$ cat src/rtl/spw_rx_ds_decoder.sv
// spw_rx_ds_decoder
//   Receive-side SpaceWire character decoder. Oversamples the asynchronous
//   Data/Strobe pair on the system clock, recovers one bit per D/S change and
//   decodes NULL, FCT, EOP, EEP, data and time-code characters with parity,
//   escape-sequence and disconnect checking.
// Ports
//   ppll_100_MHZ, reset_spw_n_b : clock, async active-low reset
//   rx_enable                   : low forces HUNT and silences every output
//   din, sin                    : raw Data / Strobe line inputs
//   rx_activity                 : pulse per recovered bit
//   got_null/got_fct            : link-FSM character pulses
//   got_data, rx_data[8:0]      : FIFO word (bit 8 set = EOP 0x00 / EEP 0x01)
//   got_time, rx_time[7:0]      : time-code pulse and byte
//   parity_error/esc_error/disconnect_error : error pulses
module spw_rx_ds_decoder #(
  parameter int DISC_CYCLES = 85
) (
  input  logic       ppll_100_MHZ,
  input  logic       reset_spw_n_b,
  input  logic       rx_enable,
  input  logic       din,
  input  logic       sin,
  output logic       rx_activity,
  output logic       got_null,
  output logic       got_fct,
  output logic       got_data,
  output logic [8:0] rx_data,
  output logic       got_time,
  output logic [7:0] rx_time,
  output logic       parity_error,
  output logic       esc_error,
  output logic       disconnect_error
);
  localparam int CW = $clog2(DISC_CYCLES + 1);
  typedef enum logic {HUNT, RUN} state_t;

  logic din_m_q, sin_m_q, din_s_q, sin_s_q, din_p_q, sin_p_q;
  logic din_m_d, sin_m_d, din_s_d, sin_s_d, din_p_d, sin_p_d;
  logic rx_activity_q, rx_activity_d, bit_val_q, bit_val_d;
  state_t state_q, state_d;
  logic [5:0] sh_q, sh_d;
  logic [3:0] cnt_q, cnt_d;
  logic p_q, p_d, c_q, c_d, ctl_q, ctl_d;
  logic [6:0] data_q, data_d;
  logic cur_par_q, cur_par_d, acc_q, acc_d, esc_q, esc_d;
  logic [CW-1:0] disc_cnt_q, disc_cnt_d;
  logic armed_q, armed_d;
  logic got_null_q, got_null_d, got_fct_q, got_fct_d, got_data_q, got_data_d;
  logic got_time_q, got_time_d, parity_error_q, parity_error_d;
  logic esc_error_q, esc_error_d, disconnect_error_q, disconnect_error_d;
  logic [8:0] rx_data_q, rx_data_d;
  logic [7:0] rx_time_q, rx_time_d;
  logic bit_now, go_hunt;
  logic [7:0] byte_w;
  logic [1:0] code_w;

  // One bit per change of the synchronized D/S pair against the prior sample.
  assign bit_now = ({din_s_q, sin_s_q} != {din_p_q, sin_p_q});
  assign byte_w  = {bit_val_q, data_q};
  assign code_w  = {ctl_q, bit_val_q};   // {first, second} payload bit

  always_comb begin
    din_m_d = din;      sin_m_d = sin;
    din_s_d = din_m_q;  sin_s_d = sin_m_q;
    din_p_d = din_s_q;  sin_p_d = sin_s_q;
    rx_activity_d = bit_now & rx_enable;
    bit_val_d = din_s_q;
    state_d = state_q;  sh_d = sh_q;   cnt_d = cnt_q;
    p_d = p_q;  c_d = c_q;  ctl_d = ctl_q;  data_d = data_q;
    cur_par_d = cur_par_q;  acc_d = acc_q;  esc_d = esc_q;
    disc_cnt_d = disc_cnt_q;  armed_d = armed_q;
    got_null_d = 1'b0;  got_fct_d = 1'b0;  got_data_d = 1'b0;  got_time_d = 1'b0;
    parity_error_d = 1'b0;  esc_error_d = 1'b0;  disconnect_error_d = 1'b0;
    rx_data_d = rx_data_q;  rx_time_d = rx_time_q;
    go_hunt = 1'b0;

    if (!rx_enable) begin
      armed_d = 1'b0;
      disc_cnt_d = '0;
      go_hunt = 1'b0;
      state_d = HUNT;  sh_d = '0;  cnt_d = '0;  acc_d = 1'b0;  esc_d = 1'b0;
    end else begin
      // Count starts at 1 on the cycle after a bit so the error lands
      // exactly DISC_CYCLES cycles after rx_activity.
      if (rx_activity_q) begin
        armed_d = 1'b1;
        disc_cnt_d = CW'(1);
      end else if (armed_q) begin
        if (disc_cnt_q == CW'(DISC_CYCLES - 1)) begin
          disconnect_error_d = 1'b1;
          armed_d = 1'b0;
          disc_cnt_d = '0;
          go_hunt = 1'b1;
        end else begin
          disc_cnt_d = disc_cnt_q + CW'(1);
        end
      end

      if (rx_activity_q) begin
        if (state_q == HUNT) begin
          sh_d = {sh_q[4:0], bit_val_q};
          // ESC tail (1,1,1) followed by FCT with P=0 (0,1,0,0)
          if ({sh_q, bit_val_q} == 7'b1110100) begin
            got_null_d = 1'b1;
            state_d = RUN;
            sh_d = '0;  cnt_d = '0;  acc_d = 1'b0;  esc_d = 1'b0;
          end
        end else begin
          cnt_d = cnt_q + 4'd1;
          if (cnt_q == 4'd0) begin
            p_d = bit_val_q;
          end else if (cnt_q == 4'd1) begin
            c_d = bit_val_q;
            cur_par_d = 1'b0;
            // P covers the previous payload plus this C: odd parity
            if (!(acc_q ^ p_q ^ bit_val_q)) begin
              parity_error_d = 1'b1;
              go_hunt = 1'b1;
            end
          end else begin
            cur_par_d = cur_par_q ^ bit_val_q;
            ctl_d = bit_val_q;
            data_d = {bit_val_q, data_q[6:1]};
            if (c_q ? (cnt_q == 4'd3) : (cnt_q == 4'd9)) begin
              cnt_d = '0;
              acc_d = cur_par_q ^ bit_val_q;
              if (c_q) begin
                case (code_w)
                  2'b00: begin
                    if (esc_q) got_null_d = 1'b1;
                    else       got_fct_d  = 1'b1;
                    esc_d = 1'b0;
                  end
                  2'b01, 2'b10: begin
                    if (esc_q) begin
                      esc_error_d = 1'b1;
                      go_hunt = 1'b1;
                    end else begin
                      got_data_d = 1'b1;
                      rx_data_d = {1'b1, 7'd0, code_w[1]};
                    end
                    esc_d = 1'b0;
                  end
                  default: begin
                    if (esc_q) begin
                      esc_error_d = 1'b1;
                      go_hunt = 1'b1;
                    end else begin
                      esc_d = 1'b1;
                    end
                  end
                endcase
              end else begin
                if (esc_q) begin
                  got_time_d = 1'b1;
                  rx_time_d = byte_w;
                end else begin
                  got_data_d = 1'b1;
                  rx_data_d = {1'b0, byte_w};
                end
                esc_d = 1'b0;
              end
            end
          end
        end
      end

      if (go_hunt) begin
        state_d = HUNT;  sh_d = '0;  cnt_d = '0;  acc_d = 1'b0;  esc_d = 1'b0;
      end
    end
  end

  always_ff @(posedge ppll_100_MHZ or negedge reset_spw_n_b) begin
    if (!reset_spw_n_b) begin
      din_m_q <= 1'b0;  sin_m_q <= 1'b0;  din_s_q <= 1'b0;  sin_s_q <= 1'b0;
      din_p_q <= 1'b0;  sin_p_q <= 1'b0;
      rx_activity_q <= 1'b0;  bit_val_q <= 1'b0;
      state_q <= HUNT;  sh_q <= '0;  cnt_q <= '0;
      p_q <= 1'b0;  c_q <= 1'b0;  ctl_q <= 1'b0;  data_q <= '0;
      cur_par_q <= 1'b0;  acc_q <= 1'b0;  esc_q <= 1'b0;
      disc_cnt_q <= '0;  armed_q <= 1'b0;
      got_null_q <= 1'b0;  got_fct_q <= 1'b0;  got_data_q <= 1'b0;  got_time_q <= 1'b0;
      parity_error_q <= 1'b0;  esc_error_q <= 1'b0;  disconnect_error_q <= 1'b0;
      rx_data_q <= '0;  rx_time_q <= '0;
    end else begin
      din_m_q <= din_m_d;  sin_m_q <= sin_m_d;  din_s_q <= din_s_d;  sin_s_q <= sin_s_d;
      din_p_q <= din_p_d;  sin_p_q <= sin_p_d;
      rx_activity_q <= rx_activity_d;  bit_val_q <= bit_val_d;
      state_q <= state_d;  sh_q <= sh_d;  cnt_q <= cnt_d;
      p_q <= p_d;  c_q <= c_d;  ctl_q <= ctl_d;  data_q <= data_d;
      cur_par_q <= cur_par_d;  acc_q <= acc_d;  esc_q <= esc_d;
      disc_cnt_q <= disc_cnt_d;  armed_q <= armed_d;
      got_null_q <= got_null_d;  got_fct_q <= got_fct_d;  got_data_q <= got_data_d;
      got_time_q <= got_time_d;  parity_error_q <= parity_error_d;
      esc_error_q <= esc_error_d;  disconnect_error_q <= disconnect_error_d;
      rx_data_q <= rx_data_d;  rx_time_q <= rx_time_d;
    end
  end

  assign rx_activity      = rx_activity_q;
  assign got_null         = got_null_q;
  assign got_fct          = got_fct_q;
  assign got_data         = got_data_q;
  assign rx_data          = rx_data_q;
  assign got_time         = got_time_q;
  assign rx_time          = rx_time_q;
  assign parity_error     = parity_error_q;
  assign esc_error        = esc_error_q;
  assign disconnect_error = disconnect_error_q;
endmodule

$ cat config.mk
export PLATFORM = sky130hd
export DESIGN_NAME = spw_rx_ds_decoder
export DESIGN_NICKNAME = d
export VERILOG_FILES = /design/src/rtl/spw_rx_ds_decoder.sv
export SDC_FILE = /design/constraint.sdc
export NUM_CORES = 1
export LEC_CHECK = 0
export CORE_AREA = 3 3 55 108
export CTS_BUF_LIST = sky130_fd_sc_hd__clkbuf_4
export CTS_CLUSTER_SIZE = 25
export DETAILED_ROUTE_END_ITERATION = 16
export DIE_AREA = 0 0 58 111
export DONT_BUFFER_PORTS = 1
export PLACE_DENSITY = 0.72
export SLEW_MARGIN = 25
export SYNTH_ARGS = -nofsm -noshare
export SYNTH_HDL_FRONTEND = slang
export SYNTH_SLANG_ARGS = --single-unit
export TNS_END_PERCENT = 10
$ cat constraint.sdc
create_clock -name ppll_100_MHZ -period 4.7 [get_ports ppll_100_MHZ]
set_input_delay 0.47 -clock ppll_100_MHZ [delete_from_list [all_inputs] [get_ports ppll_100_MHZ]]
set_output_delay 0.47 -clock ppll_100_MHZ [all_outputs]
set_load 0.02 [all_outputs]
# --- After elaboration in Yosys (flattened, before gate mapping) ---
# Index checks and enable logic that the tools add are counted.
# Widths: inputs -> output; s select.
op_classes:
  n_addsub: 2
  n_eq_ne: 18
  muxes: 110
  n_bitwise: 7
  reduce_logical: 13
op_table:
  columns: ["cell", "n"]
  rows:
  - ["$mux 1", 89]
  - ["$mux 9", 4]
  - ["$mux 4", 8]
  - ["$mux 6", 5]
  - ["$mux 7", 4]
  - ["$reduce_and 5->1", 3]
  - ["$eq 7x7->1 const B", 2]
  - ["$reduce_and 9->1", 1]
  - ["$ne 4x3->1 const B", 2]
  - ["$reduce_and 4->1", 2]
  - ["$reduce_and 8->1", 1]
  - ["$add 7x1->7 const B", 1]
  - ["$ne 3x1->1 const B", 2]
  - ["$add 4x1->4 const B", 1]
  - ["$eq 4x1->1 const B", 1]
  - ["$eq 4x2->1 const B", 1]
  - ["$eq 4x4->1 const B", 1]
  - ["$logic_not 4->1", 1]
  - ["$ne 2x2->1 const B", 2]
  - ["$ne 4x1->1 const B", 1]
  - ["$ne 4x2->1 const B", 1]
  - ["$reduce_and 2->1", 2]
  - ["$ne 3x2->1 const B", 1]
  - ["$not 1->1", 3]
  - ["other kinds (9)", 11]
word_totals:
  regBits: 63
  input_bits: 5
  output_inout_bits: 25
  word_cells: 178

# --- Longest topological paths before layout ---
# Gate-level depths: netlist (run 1).
depth:
  word_depth: 15
  ltp_mapped: 8
  mapped_depth_nobuf: 6

# --- Least setup slack after synthesis (run 1) ---
# OpenSTA, ideal clock, no wires.
synth_path:
  path_kind: "reg-to-reg"
  startpoint: "register cnt_q[0]"
  endpoint: "register rx_time_q[0] (netlist: rx_time[0])"
  t_arrival_ns: 1.958
  path_slack_ns: 2.617
  stages_incl_launch_ff: 8
  path_cell_list: "dfrtp_1 -> inv_1 -> ha_1 -> or3b_1 -> nor3b_1 -> buf_4 -> nand4b_4 -> mux2_2"
synth_via:
  elab_chain_cells: 3
synth_rtl:
  columns: ["item", "line", "source"]
  rows:
  - ["start: declaration", "42", "logic [3:0] cnt_q, cnt_d;"]
  - ["start signal: assignment", "179", "state_q <= HUNT; sh_q <= '0; cnt_q <= '0;"]
  - ["start signal: assignment", "190", "state_q <= state_d; sh_q <= sh_d; cnt_q <= cnt_d;"]
  - ["$eq 4x4->1, or another cell as far along", "124", "if (c_q ? (cnt_q == 4'd3) : (cnt_q == 4'd9)) begin"]
  - ["$mux 1 or $not 1->1 (tied branches)", null, null]
  - ["$reduce_and 8->1 (no line) *", null, null]
  - ["end signal: assignment", "197", "rx_data_q <= rx_data_d; rx_time_q <= rx_time_d;"]
  - ["end: declaration", "52", "logic [7:0] rx_time_q, rx_time_d;"]
# Mark *: on every way between the ends. The rest lies on a longest branch, timed or not.
# A chain may end at the register's enable or synchronous reset.

# --- Final worst setup path (run 1) ---
layout_path:
  startpoint: "register cnt_q[0]"
  endpoint: "register rx_data_q[0] (netlist: rx_data[0])"
layout_via:
  elab_chain_cells: 3
layout_rtl:
  columns: ["item", "line", "source"]
  rows:
  - ["$eq 4x4->1, or another cell as far along", "124", null]
  - ["$mux 1 or $not 1->1 (tied branches)", null, null]
  - ["$reduce_and 9->1 (no line) *", null, null]
  - ["end signal: assignment", "197", null]
  - ["end: declaration", "51", "logic [8:0] rx_data_q, rx_data_d;"]
# Marks and branches as above.

==> out/metrics.cfg, run 1 <==
[worst_setup_path]
cpPeakStageDelay_ns=0.79
r2r-start=cnt_q[0]
critPathKind=reg2reg
critPathSlowestCell=nor3b_2
cp_cell_sequence=inv_1, ha_1, or3b_1, nor3b_2, nand4b_4, mux2_2
end_kind=flop
critPathLaunchType=flop
critical_path_required_ns=4.99
timing.rr.end=rx_data[0]
crit_fanout=11
r2r_slack_ns=1.96
rr_worst_depth=6
worstPathArrival_ns=3.04

[finish]
fin_nets=259
area_growth_pct=5.39
utilization=0.581
drive_above_1_share=0.164
antenna_cells=0
fillers=463
final_area_mm2=0.00301

[yosys]
synth_top_area_share=0.543
yosys.area.top_type=dfrtp_1
syn_area_mm2=0.00286
synthMuxAreaShare=0.0876
yosysMostFrequentCell=dfrtp_1
synth_edf_count=0
ys_types=50
yosys-top-cells-area=dfrtp_1 54%, mux2_2 6.3%, ha_1 3.1%
synth_top_family_by_area=simple AND/OR/NAND/NOR gates
synth_nets=257
synthTopCellsByCount=62 x dfrtp_1, 16 x mux2_2, 16 x nand2_1
syn_area_per_cell_um2=11.7
netlist_instances=245
synthSimpleGateAreaFrac=0.168
yosys_register_bits=62
synth_compound_area_frac=0.118
synth-adder-area-share=0.0306
ys.flop_type=dfrtp_1
ys_warn_count=0
synth_xor_area_frac=0.0175
async_flop_share=1.00
ys_seq_area_frac=0.543

[hold_path]
worstHoldStart=sin
hold_class=in2reg
min_to=sin_m_q
holdPathStages=0

[power]
switching_share=0.239
leakagePower_nw=1.42
p_clk_frac=0.318
seqPwrFrac=0.636
power.total_uw=864
intPower_uw=657
pwr-share-comb=0.046
switching_power_uw=207
power_density_mw_per_mm2=287
peakVddDrop_mv=0.205

[global_route]
grt_first_pass_wirelength_um=9540
track_usage=0.198
grt_pass1_vias=2016
grt_max_degree=63
overflow=0
antenna_found_initial=0

[routing]
drt_first_pass_iters=6
vias_per_cell=6.08
antenna_left=0
drc_errors=0
wl_um=5500
avgRoutedWirePerCell_um=17.9
via_count=1872
first_iter_violations=68

[place]
io_buffers=0
gp_congestion=0.885
hpwlAfterDp_um=3970
postPlaceCellArea_mm2=0.00288

[floorplanning]
fp.dieH_um=111
ioPinCount=30
rows=37
initial_core_util=0.551
coreArea_mm2=0.00518
dieArea_mm2=0.00644
die_w_um=58

[sta]
fmax_mhz=365
setup_tns_ns=0
setup_viol=0
hold_viol=0
min_period_ns=2.74
worst_slew_margin_rel=0.377
grt_setup_unrepaired=no
period_share=0.584
tightest_slew_ns=0.931
slew_viol_final=0
skew_ns=0.00870
hold_ws_ns=0.0880

[clock_network]
clock_latency_ns=0.41
holdBufCountCts=2
root_buffer=clkbuf_4
cts_tree=done
cts_setup_buffers=0
cts.path.max_buffers=2
cts-buffers-inserted=9
cts.sink_count=62
cts_htree_levels=3
post_cts_resized=0
clk_pin_slew_ns=0.09

[outcome]
outcome=finished, final reports clean

[job]
drv_cap=0

-- cell families after synthesis --
logic type               count (synthesis)
XOR/XNOR                                 4
multiplexers                            23
adder cells (fa/ha/maj)                  7
AND/OR/NAND/NOR                         78
flip-flops                              62
AO/OA/AOI/OAI                           47
buffers and inverters                   24
-- metal layers --
metal / GRT usage / wire (µm)
met4: 0.107 / 167
met1: 0.190 / 1960
met5: 0 / 0
met3: 0.0559 / 214
met2: 0.361 / 3150
-- area by class of cell --
cell class	count	area, µm²	share of cell area
inverters	13	48.8	0.0162
flip-flops and latches	62	1550	0.515
repair buffers	2	37.5	0.0125
well taps	58	72.6	0.0241
multi-input cells	159	1210	0.402
clock buffers	10	75.1	0.0249
clock inverters	4	16.3	0.00540
-- layout by cell type (no fill, tap or decap), types with 2 or more instances in the layout --
cell / count
clkinv_1: 3
nand2_1: 16
a21o_1: 2
dfrtp_1: 62
nand4_1: 4
a211oi_1: 2
inv_1: 13
mux2_2: 16
and2_1: 5
a21oi_1: 11
and4bb_2: 2
nand4b_4: 2
a21boi_0: 2
a22o_1: 9
nand4b_1: 2
nand3_1: 11
mux2i_1: 7
a31oi_1: 5
and3_1: 2
ha_1: 7
and3b_1: 2
xnor2_1: 2
nor3_1: 2
or2_2: 2
nor2_1: 12
nand2b_1: 4
o21ai_0: 8
o21a_1: 2
clkbuf_4: 10
-- metrics by stage --
stage                     setup WS [ns]  cells
after detailed placement           1.93    292
after CTS                          1.91    308
after global routing               1.74    308
after global placement             1.99    292
final                              1.96    308
after floorplan                    2.62    245
-- worst max-delay path by stage --
stage	start	end	slack, ns	cells after the start
after detailed placement	cnt_q[0]	rx_data[0]	1.93	6
after global placement	cnt_q[0]	rx_data[0]	1.99	6
after floorplan	cnt_q[0]	rx_time[0]	2.62	7
after CTS	cnt_q[0]	rx_data[0]	1.91	6
final	cnt_q[0]	rx_data[0]	1.96	6
after global routing	cnt_q[0]	rx_data[0]	1.74	6
-- registers in the layout, summed over array words and instances, names as in the netlist, 4 cells and up --
signal / flops
cnt_q: 4
sh_q: 6
disc_cnt_q: 7
data_q: 7
rx_data: 9
rx_time: 8
-- power groups by stage --
stage,registers [mW],logic (mW),clock network [mW]
after floorplan,0.555,0.0271,0
after global placement,0.560,0.0265,0
after detailed placement,0.560,0.0270,0
after CTS,0.550,0.0409,0.285
after global routing,0.551,0.0457,0.311
final,0.549,0.0397,0.275
-- worst max-delay path: cells and delay by family (launching register included) --
kind | cells | cell delay [ns]
fa+ha+maj | 1 | 0.22
buf+inv | 1 | 0.14
flops | 1 | 0.51
mux | 1 | 0.36
simple gates | 3 | 1.40
Power figures use the tool's default switching activity.
==> run 2: changes to the inputs <==
Clock period 4.7 ns to 2.8 ns, I/O delays scaled along.
==> out/metrics.cfg, run 2 (synthesis gave the netlist of run 1 again) <==
[finish]
mostFrequentLayoutCells=62 x dfrtp_1, 16 x nand2_1, 16 x mux2_2
area_growth_pct=8.76
drive_above_1_share=0.185
fillers=431
mostFrequentLayoutCell=dfrtp_1
fin_nets=266
largest_reg_flops=9
antenna_cells=0
stdcell_count=317

[worst_setup_path]
crit_fanout=8
r2r_slack_ns=0.58
critical_path_required_ns=3.11
critPathLaunchType=flop
worstPathArrival_ns=2.53
critPathKind=reg2reg
end_kind=flop

[sta]
min_period_ns=2.22
skew_ns=0.0133
slew_viol_final=0
grt_setup_unrepaired=no
fmax_mhz=450
hold_viol=0
setup_viol=0
setup_slack_ns=0.577
worst_slew_margin_rel=0.654
tightest_slew_ns=0.517
setup_tns_ns=0
period_share=0.794

[power]
switching_share=0.238
p_clk_frac=0.371
intPower_mw=1.21
peakVddDrop_mv=0.469
switching_power_uw=377
seqPwrFrac=0.581
pwr-share-comb=0.049
power_density_mw_per_mm2=510
leakagePower_nw=1.48

[clock_network]
root_buffer=clkbuf_4
clk_pin_slew_ns=0.10
cts_htree_levels=3
holdBufCountCts=5
clock_latency_ns=0.43
post_cts_resized=0
cts.sink_count=62
cts_setup_buffers=0
cts.path.max_buffers=2
cts-buffers-inserted=9
cts_tree=done

[global_route]
grt_pass1_vias=1988
track_usage=0.206
antenna_found_initial=0
overflow=0
grt_first_pass_wirelength_um=9790
grt_max_degree=63

[routing]
wl_um=5930
drt_first_pass_iters=5
vias_per_cell=6.08
antenna_left=0
via_count=1926
drc_errors=0
avgRoutedWirePerCell_um=18.7
first_iter_violations=61

[floorplanning]
ioPinCount=30
rows=37
initial_core_util=0.551
dieArea_mm2=0.00644
fp.dieH_um=111
die_w_um=58
coreArea_mm2=0.00518

[hold_path]
hold_class=in2reg

[place]
io_buffers=0
pre_cts_slack_ns=0.608
gp_congestion=0.855
dpl.cell_count=296
hpwlAfterDp_um=4150

[job]
drv_cap=0

[outcome]
outcome=finished, final reports clean

==> run 2: cell count changes in the layout (fill, tap and decap cells not counted), sizes merged <==
cell	change
buf	+4
dlygate4sd3	+3
bufinv	+1
clkinv	+1
==> run 2: critical path, cell delays in order, from the launching register on <==
cell,delay (ns)
dfrtp_1,0.49
inv_1,0.11
ha_1,0.21
nor3b_1,0.14
buf_4,0.17
nor3b_2,0.40
buf_4,0.25
mux2_2,0.34
==> run 2: cell type report <==
type	count	area, µm²	area share
clock buffer	10	75.1	0.0242
multi-input combinational	159	1210	0.389
sequential	62	1550	0.499
timing repair buffer	9	97.6	0.0314
inverter	13	48.8	0.0157
tap	58	72.6	0.0233
clock inverter	6	52.6	0.0169
==> run 2: metal layers <==
| metal | wire, µm | share of wire | GRT usage | vias up |
|---|---|---|---|---|
| met5 | 0 | 0 | 0 | - |
| met2 | 3200 | 0.54 | 0.343 | 52 |
| met1 | 2220 | 0.37 | 0.216 | 965 |
| met4 | 262 | 0.044 | 0.164 | 0 |
| li1 | - | - | - | 891 |
| met3 | 252 | 0.042 | 0.0396 | 18 |
==> run 2: final timing paths <==
check / start / endpoint / depth (start not counted)
setup reg to reg: cnt_q[1] / data_q[5] / 7
min in group asynchronous: reset_spw_n_b / cnt_q[2] / 2
hold reg to reg: din_m_q / bit_val_d / 0
setup / recovery: cnt_q[1] / data_q[5] / 7
max in group asynchronous: reset_spw_n_b / disc_cnt_q[4] / 2
hold / removal: rx_enable / esc_error / 2
==> run 2: per-stage QoR <==
step / hold WS, ns / util / cell area [µm²] / power (mW)
floorplan: -0.0156 / - / 2860 / 0.977
global placement: -0.0141 / 0.562 / 2910 / 0.986
detailed placement: -0.0139 / 0.562 / 2910 / 0.989
CTS: 0.0148 / 0.599 / 3110 / 1.60
global route: 0.0402 / 0.599 / 3110 / 1.65
finish: 0.0336 / 0.599 / 3110 / 1.58
==> run 2: power groups by stage <==
stage                     clock network (mW)  logic [mW]  registers, mW
final                                  0.587      0.0771          0.920
after floorplan                            0      0.0454          0.932
after CTS                              0.604      0.0785          0.920
after global routing                   0.638      0.0858          0.923
after detailed placement                   0      0.0501          0.938
after global placement                     0      0.0482          0.938
==> run 3: changes to the inputs <==
Settings changed: PLACE_DENSITY 0.72 to 0.75.
Clock period 2.8 ns to 1.9 ns, I/O delays scaled along.
==> out/metrics.cfg, run 3 (synthesis gave the netlist of run 1 again) <==
[job]
drv_cap=0

[worst_setup_path]
crit_fanout=4
critPathLaunchType=flop
end_kind=flop
worstPathArrival_ns=2.24
critical_path_required_ns=2.21
critPathKind=reg2reg

[clock_network]
cts.sink_count=62
cts_htree_levels=3
root_buffer=clkbuf_4
cts.path.max_buffers=2
cts-buffers-inserted=9
clk_pin_slew_ns=0.10
clock_latency_ns=0.42
cts_tree=done

[sta]
tightest_slew_ns=0.401
slew_viol_final=0
min_period_ns=1.94
setup_viol=13
fmax_mhz=516
grt_setup_unrepaired=yes
setup_tns_ns=-0.238
setup_slack_ns=-0.0363
skew_ns=0.0189
hold_viol=0
period_share=1.02
worst_slew_margin_rel=0.732

[place]
postPlaceCellArea_mm2=0.00314
io_buffers=0
hpwlAfterDp_um=4290
gp_congestion=0.885

[global_route]
grt_pass1_vias=2240
grt_max_degree=63
overflow=0
grt_first_pass_wirelength_um=10500
track_usage=0.218
antenna_found_initial=0

[floorplanning]
fp.dieH_um=111
dieArea_mm2=0.00644
coreArea_mm2=0.00518
initial_core_util=0.551
die_w_um=58
rows=37
ioPinCount=30

[finish]
area_growth_pct=21.3
mostFrequentLayoutCell=dfrtp_1
mostFrequentLayoutCells=60 x dfrtp_1, 29 x buf_4, 16 x nand2_1
utilization=0.668
antenna_cells=0
fin_nets=298
final_area_mm2=0.00347
drive_above_1_share=0.303
largest_reg_flops=9

[routing]
wl_um=6220
vias_per_cell=5.91
first_iter_violations=96
via_count=2058
drc_errors=0
drt_first_pass_iters=4
antenna_left=0
avgRoutedWirePerCell_um=17.9

[power]
power.total_mw=2.37
peakVddDrop_mv=0.573
leakagePower_nw=1.71
power_density_mw_per_mm2=684

[hold_path]
hold_class=in2reg

[outcome]
outcome=finished with violations
violations=negative setup slack

==> run 3: power breakdown <==
part           internal [mW]  switching [mW]  total [mW]
Sequential              1.33          0.0157        1.35
Combinational         0.0553          0.0777       0.133
Clock                  0.451           0.436       0.887
Total                   1.84           0.529        2.37
==> run 3: area by class of cell <==
class	instances	area, µm²
Fill cell	390	1720
Sequential cell	62	1550
Multi-Input combinational cell	160	1300
Timing Repair Buffer	40	362
Clock buffer	13	97.6
Tap cell	58	72.6
Inverter	13	48.8
Clock inverter	2	33.8
==> run 3: what timing repair did <==
action | 4_1_cts | 5_1_grt
hold endpoints to repair | 72 | 0
hold buffers | 5 | 0
resized for setup | 7 | 2
gates cloned | 1 | 0
setup buffers | 9 | 0
pin swaps | 3 | 1
endpoints found under the setup margin | 23 | 37
==> run 3: layer usage <==
| metal | vias up | track usage | share of wire |
|---|---|---|---|
| met4 | 0 | 0.116 | 0.034 |
| met3 | 18 | 0.0676 | 0.042 |
| met2 | 51 | 0.374 | 0.56 |
| met5 | - | 0 | 0 |
| met1 | 1028 | 0.226 | 0.36 |
| li1 | 961 | - | - |
==> run 3: path summary, 6_finish.rpt <==
| check | startpoint | endpoint | slack, ns | cells past startpoint |
|---|---|---|---|---|
| setup / recovery | cnt_q[1] | rx_data[3] | -0.04 | 6 |
| min in group asynchronous | reset_spw_n_b | armed_q | 0.30 | 2 |
| max in group asynchronous | reset_spw_n_b | sh_q[1] | 1.32 | 2 |
| hold / removal | rx_enable | acc_q | 0.1 | 3 |
| hold reg to reg | sin_m_q | sin_p_d | 0.36 | 0 |
| setup reg to reg | cnt_q[1] | rx_data[3] | -0.04 | 6 |
==> run 3: worst max-delay path, cell delays in order, from the launching register on <==
cell and delay (ns):
dfrtp_1 0.42, or3b_4 0.41, a211oi_4 0.29, buf_4 0.18
nand4b_4 0.14, buf_12 0.17, a22o_1 0.22
==> run 3: per-stage QoR <==
| step | hold slack [ns] | cells | setup WS [ns] |
|---|---|---|---|
| global route | 0.0902 | 348 | -0.120 |
| detailed placement | -0.104 | 318 | -0.0950 |
| finish | 0.0972 | 348 | -0.0363 |
| floorplan | -0.106 | 245 | -0.0581 |
| CTS | 0.0728 | 348 | -0.0137 |
| global placement | -0.104 | 318 | -0.0447 |
